[config.mk]
export PLATFORM = sky130hd
export DESIGN_NAME = single_min_bist
export DESIGN_NICKNAME = d
export VERILOG_FILES = /design/src/rtl/single_min_bist.sv
export SDC_FILE = /design/constraint.sdc
export NUM_CORES = 1
export LEC_CHECK = 0
export CAP_MARGIN = 25
export CORE_ASPECT_RATIO = 1.25
export CORE_MARGIN = 2
export CORE_UTILIZATION = 38
export CTS_BUF_LIST = sky130_fd_sc_hd__clkbuf_4 sky130_fd_sc_hd__clkbuf_8 sky130_fd_sc_hd__clkbuf_16
export CTS_CLUSTER_DIAMETER = 100
export DETAILED_ROUTE_END_ITERATION = 10
export PLACE_DENSITY_LB_ADDON = 0.15
export SYNTH_ARGS = -nofsm -noshare
export SYNTH_HDL_FRONTEND = slang
export SYNTH_SLANG_ARGS = --single-unit
[constraint.sdc]
create_clock -name clk -period 4.8 [get_ports clk]
set_input_delay 1.2 -clock clk [delete_from_list [all_inputs] [get_ports clk]]
set_output_delay 1.2 -clock clk [all_outputs]
set_load 0.02 [all_outputs]
[src/rtl/single_min_bist.sv]
// Stimulus/capture driver for the single-precision min unit.
// Issues directed then LFSR pairs, predicts min(a,b), checks dut_z.
module single_min_bist #(
  parameter int          LATENCY     = 1,
  parameter int          NUM_VECTORS = 1000,
  parameter logic [31:0] SEED        = 32'h0000_0001
) (
  input  logic        clk,
  input  logic        rst,
  input  logic        start,
  output logic [31:0] dut_a,
  output logic [31:0] dut_b,
  input  logic [31:0] dut_z,
  output logic        busy,
  output logic        done,
  output logic        pass,
  output logic [15:0] error_count,
  output logic [15:0] vector_count,
  output logic [15:0] first_fail
);

  typedef enum logic [1:0] {
    IDLE, RUN, DRAIN, DONE
  } state_t;

  localparam logic [31:0] TAPS = 32'h8020_0003;
  localparam logic [15:0] LAST = 16'(NUM_VECTORS - 1);
  localparam logic [3:0]  LAT4 = 4'(LATENCY);

  function automatic logic [31:0] step(input logic [31:0] s);
    step = s[0] ? ((s >> 1) ^ TAPS) : (s >> 1);
  endfunction

  function automatic logic is_nan(input logic [31:0] x);
    is_nan = (x[30:23] == 8'hFF) && (x[22:0] != 23'd0);
  endfunction

  // Monotone integer key: orders floats with -0 below +0
  function automatic logic [31:0] key(input logic [31:0] x);
    key = x[31] ? ~x : (x ^ 32'h8000_0000);
  endfunction

  function automatic logic [63:0] dir_pair(input logic [2:0] i);
    unique case (i)
      3'd0: dir_pair = {32'h0000_0000, 32'h8000_0000};
      3'd1: dir_pair = {32'h8000_0000, 32'h0000_0000};
      3'd2: dir_pair = {32'h3F80_0000, 32'h4000_0000};
      3'd3: dir_pair = {32'hBF80_0000, 32'h3F80_0000};
      3'd4: dir_pair = {32'h7F80_0000, 32'h3F80_0000};
      3'd5: dir_pair = {32'hFF80_0000, 32'hFF7F_FFFF};
      3'd6: dir_pair = {32'h4049_0FDB, 32'h4049_0FDB};
      default: dir_pair = {32'h0000_0001, 32'h0000_0002};
    endcase
  endfunction

  state_t      state_q, state_d;
  logic [31:0] lfsr_q;
  logic [15:0] idx_q;
  logic [3:0]  drain_q;
  logic [15:0] err_q, vec_q, ff_q;

  logic        vld_p  [LATENCY+1];
  logic        skip_p [LATENCY+1];
  logic [31:0] exp_p  [LATENCY+1];
  logic [15:0] idx_p  [LATENCY+1];

  logic        issue, last_issue, start_run, rnd;
  logic [31:0] pa, pb, exp_v;
  logic [63:0] dp;
  logic        skip_v, chk, bad;

  always_comb begin
    dp     = dir_pair(idx_q[2:0]);
    rnd    = idx_q >= 16'd8;
    pa     = rnd ? lfsr_q : dp[63:32];
    pb     = rnd ? step(lfsr_q) : dp[31:0];
    skip_v = is_nan(pa) || is_nan(pb);
    exp_v  = (key(pa) <= key(pb)) ? pa : pb;
  end

  assign issue      = state_q == RUN;
  assign last_issue = issue && (idx_q == LAST);
  assign start_run  = start && (state_q == IDLE || state_q == DONE);
  assign chk        = vld_p[LATENCY] && busy;
  assign bad        = !skip_p[LATENCY] && (dut_z != exp_p[LATENCY]);

  always_comb begin
    state_d = state_q;
    unique case (state_q)
      IDLE:    if (start) state_d = RUN;
      RUN:     if (last_issue) state_d = DRAIN;
      DRAIN:   if (drain_q == LAT4) state_d = DONE;
      default: if (start) state_d = RUN;
    endcase
  end

  always_ff @(posedge clk) begin
    if (rst) begin
      state_q <= IDLE;
      lfsr_q  <= SEED;
      idx_q   <= '0;
      drain_q <= '0;
      dut_a   <= '0;
      dut_b   <= '0;
      err_q   <= '0;
      vec_q   <= '0;
      ff_q    <= 16'hFFFF;
    end else begin
      state_q <= state_d;
      if (start_run) begin
        lfsr_q  <= SEED;
        idx_q   <= '0;
        drain_q <= '0;
        err_q   <= '0;
        vec_q   <= '0;
        ff_q    <= 16'hFFFF;
      end else begin
        if (issue) begin
          dut_a <= pa;
          dut_b <= pb;
          idx_q <= idx_q + 16'd1;
          if (rnd) lfsr_q <= step(step(lfsr_q));
        end
        if (state_q == DRAIN) drain_q <= drain_q + 4'd1;
        if (chk) begin
          vec_q <= vec_q + 16'd1;
          if (bad) begin
            if (err_q != 16'hFFFF) err_q <= err_q + 16'd1;
            if (ff_q == 16'hFFFF) ff_q <= idx_p[LATENCY];
          end
        end
      end
    end
  end

  always_ff @(posedge clk) begin
    if (rst) begin
      for (int i = 0; i <= LATENCY; i++) vld_p[i] <= 1'b0;
    end else begin
      vld_p[0] <= issue && !start_run;
      for (int i = 1; i <= LATENCY; i++) vld_p[i] <= vld_p[i-1];
    end
  end

  // Payload needs no reset; only the valid bits gate checking
  always_ff @(posedge clk) begin
    exp_p[0]  <= exp_v;
    skip_p[0] <= skip_v;
    idx_p[0]  <= idx_q;
    for (int i = 1; i <= LATENCY; i++) begin
      exp_p[i]  <= exp_p[i-1];
      skip_p[i] <= skip_p[i-1];
      idx_p[i]  <= idx_p[i-1];
    end
  end

  assign busy         = (state_q == RUN) || (state_q == DRAIN);
  assign done         = state_q == DONE;
  assign pass         = done && (err_q == 16'd0);
  assign error_count  = err_q;
  assign vector_count = vec_q;
  assign first_fail   = ff_q;

endmodule
==> reports/metrics.csv <==
stage;metric;value;unit
run_status;status;complete, no violations;
die;CORE AREA;0.02943;sq mm
timing;slew margin rel.;42.25;%
global_route;global-route wire length before repair;46.02;mm
timing;max frequency;221.9;MHz
worst_setup_path;Worst Setup End Kind;register;
die;Rows;70;
yosys;Cell Area, Synth;0.01141;sq mm
worst_setup_path;reg2reg setup slack;0.29;ns
layout;Area growth syn-to-layout;24.36;%
timing;RSZ-0062 raised after global routing;false;
timing;final worst slack;0.2929;ns
power_and_ir_drop;Leak;5.118;nW
timing;Setup TNS Final;0;ns
yosys;Post-Synth XOR/XNOR Area;10.59;%
route;DR vias/cell;4.988;
route;routed len/inst;16.65;um
worst_hold_path;hold depth;0;
global_route;total gr overflow;0;
layout;layout cell share with drive strength beyond 1;10.09;%
cts;Clk Latency, worst-skew pair;0.55;ns
timing;Final period util;93.90;%
yosys;Syn Nets;1286;
yosys;combinational family with the most area after synthesis;simple AND/OR/NAND/NOR gates;
worst_setup_path;CP max FO;40;
die;die area;0.03143;sq mm
cts;clock buffer depth;3;
worst_hold_path;hold_sp;exp_p[0][0]$_DFF_P_;
yosys;fraction of the mapped netlist area in adder cells;5.155;%
worst_hold_path;Min-Delay Path Class;register to register;
route;met3 WL post-DR;1.472;mm
route;via count;8699;
cts;clock buffer count from CTS;27;
die;IO Pins;150;
yosys;Synth cell types;57;
placed_design;placed insts;1690;
global_route;vias in the first global route;8211;
global_route;initial antenna violation count;0;
layout;Layout Nets;1410;
worst_setup_path;CP required;5.20;ns
yosys;sequential fraction of the synthesis area;46.68;%
route;Remaining DRCs;0;
route;drt first pass iters;5;
cts;TritonCTS clock tree;done;
route;Detail Route met2 WL;13.60;mm
timing;Worst Tran Pin Value;0.8572;ns
timing;Final Hold Viols;0;
timing;Final Critical Period;4.507;ns
yosys;synth cell count leaders;dfxtp_1 (266), nand2_1 (118), nor2_1 (116);
yosys;Gate Count Post-Synth;1204;
cts;clk slew on worst S/H paths;0.06;ns
worst_setup_path;terminus of the critical flop-to-flop path;exp_p[0][18]$_DFF_P_;
yosys;top-count cell post-synth;dfxtp_1;
yosys;number of synthesized register bits;266;
layout;Layout fillers;2811;
placed_design;routability cong.;0.8802;
die;Die Wd;159.0;um
die;Initial Util;38.77;%
placed_design;buffers added on ports;149;
yosys;post-synthesis mux area share;3.586;%
worst_setup_path;CP Class;register to register;
yosys;area leader, netlist;dfxtp_1;
flow_run;Max Cap Viol;0;
yosys;Mean Syn Cell Area;9.475;sq um
yosys;Post-synth EDFFs;0;
yosys;Main synth FF type;dfxtp_1;
route;uppermost layer routed;met4;
worst_setup_path;worst reg2reg path depth;16;
cts;Root Driver;clkbuf_16;
route;DRT Wirelength;29.04;mm
global_route;gr usage total;18.13;%
global_route;largest net degree at the start of global routing;67;
yosys;area share of the largest cell type after synthesis;46.68;%
timing;max-slew violations;0;
route;DRT met1 WL;13.49;mm
yosys;Synth Area in Simple Gates;16.05;%
timing;final setup fails;0;
layout;Ant. Diodes;0;
route;Antenna Violating Nets Remaining;0;
yosys;ys async rst share;0;%
worst_setup_path;startpoint types;register;
placed_design;Setup WS pre-CTS;0.3534;ns
placed_design;DPL Wire Length;20.86;mm
layout;fin cells;1744;
power_and_ir_drop;Max VDD drop;0.2359;mV
worst_setup_path;Worst R2R Start;idx_q[11]$_SDFFE_PP0P_;
die;Vert. Die Dim;197.7;um
yosys;Compound-Gate Fraction of Synth Area;13.61;%
yosys;Syn. warnings;0;
yosys;top cells by area, synth;dfxtp_1 (47%), xnor2_1 (6.5%), ha_1 (5.2%);
timing;skew final;0.01000;ns
route;DR iter-0 viols;473;
worst_setup_path;Crit path arrival time;4.91;ns
cts;CTS sink count;266;
worst_hold_path;Hold EP;exp_p[0][32]$_DFF_P_;
power_and_ir_drop;Power per Cell Area;459.7;mW/mm^2
cts;H-tree depth;1;
[through the flow]
stage	cell area, sq um	util, %	total power [mW]	hold WS, ns
2_1_floorplan	11410	-	3.823	0.3096
3_3_place_gp	13180	44.79	4.446	0.3118
3_5_place_dp	13180	44.79	4.454	0.3121
4_1_cts	14100	47.93	6.596	0.3261
5_1_grt	14190	48.21	6.864	0.3289
6_report	14190	48.21	6.521	0.3258
[worst max-delay path, cell delays in order, from the launching register on]
cell and delay, ns:
dfxtp_1 0.35, nor4_1 0.35, nand2_1 0.17, or3_4 0.58, nand2_1 0.15, o21a_1 0.21, buf_4 0.26, xnor2_1 0.11
ha_1 0.31, a21oi_1 0.16, nor2_1 0.06, a211oi_1 0.55, o211ai_1 0.26, a2bb2oi_4 0.22, buf_12 0.26, mux2i_1 0.22
o21ai_0 0.09
[logic make-up after synthesis]
group	after synthesis
AND/OR/NAND/NOR	387
flip-flops	266
AO/OA/AOI/OAI	228
XOR/XNOR	138
buffers and inverters	98
adder cells (fa/ha/maj)	47
multiplexers	40
[worst max path at each step]
stage | startpoint | to | depth (start not counted)
3_3_place_gp | idx_q[11]$_SDFFE_PP0P_ | exp_p[0][15]$_DFF_P_ | 16
2_1_floorplan | idx_q[6]$_SDFFE_PP0P_ | exp_p[0][10]$_DFF_P_ | 15
5_1_grt | idx_q[11]$_SDFFE_PP0P_ | exp_p[0][18]$_DFF_P_ | 16
4_1_cts | idx_q[11]$_SDFFE_PP0P_ | exp_p[0][18]$_DFF_P_ | 16
6_report | idx_q[11]$_SDFFE_PP0P_ | exp_p[0][18]$_DFF_P_ | 16
3_5_place_dp | idx_q[11]$_SDFFE_PP0P_ | exp_p[0][18]$_DFF_P_ | 16
[registers in the layout, indices dropped and copies added (netlist names)]
signal	cells
exp_p	64
dut_a	32
dut_b	32
idx_p	32
lfsr_q	32
error_count	16
first_fail	16
idx_q	16
vector_count	16
drain_q	4
skip_p	2
state_q	2
vld_p	2
[power by group]
group          internal [mW]  switching (mW)
clock network           1.24           0.884
registers               2.39           0.117
logic                  0.820            1.07
total                   4.45            2.07
[metal layers]
layer | global-route usage [%] | up-vias
li1 | - | 4401
met2 | 30.26 | 209
met4 | 4.276 | 0
met3 | 2.953 | 35
met1 | 24.68 | 4054
met5 | 0 | -
[repair_timing]
action | CTS | global route
hold buffers | 0 | 0
resized for setup | 0 | 1
endpoints found under the setup margin | 0 | 3
buffers inserted | 0 | 3
[layout by cell type (no fill, tap or decap), types with 4 or more instances in the layout]
master and count:
xnor2_1 85, clkbuf_16 27, clkbuf_8 8, nor2_1 116
mux2_2 7, nand4_1 24, inv_1 22, nand3_1 32
dfxtp_1 266, nand2b_1 17, and3_1 7, mux2i_1 33
a21oi_1 67, a21oi_4 5, nor4_1 22, and2_1 5
and4_1 4, nor3_1 12, buf_12 4, clkdlybuf4s50_1 148
xor2_1 53, a31oi_1 4, a211oi_1 47, ha_1 46
nand2_1 118, a21oi_2 36, nor2b_1 8, o211ai_1 9
o21ai_0 37, buf_4 15, or3_1 5
[cell type report]
class | count | area (sq um) | share of cell area (%)
Multi-Input combinational cell | 840 | 5637 | 39.73
Tap cell | 396 | 495.5 | 3.492
Clock inverter | 11 | 113.9 | 0.8025
Inverter | 23 | 86.33 | 0.6085
Sequential cell | 266 | 5325 | 37.53
Clock buffer | 38 | 808.3 | 5.697
Timing Repair Buffer | 170 | 1722 | 12.14
(Power assumes the default switching activity.)
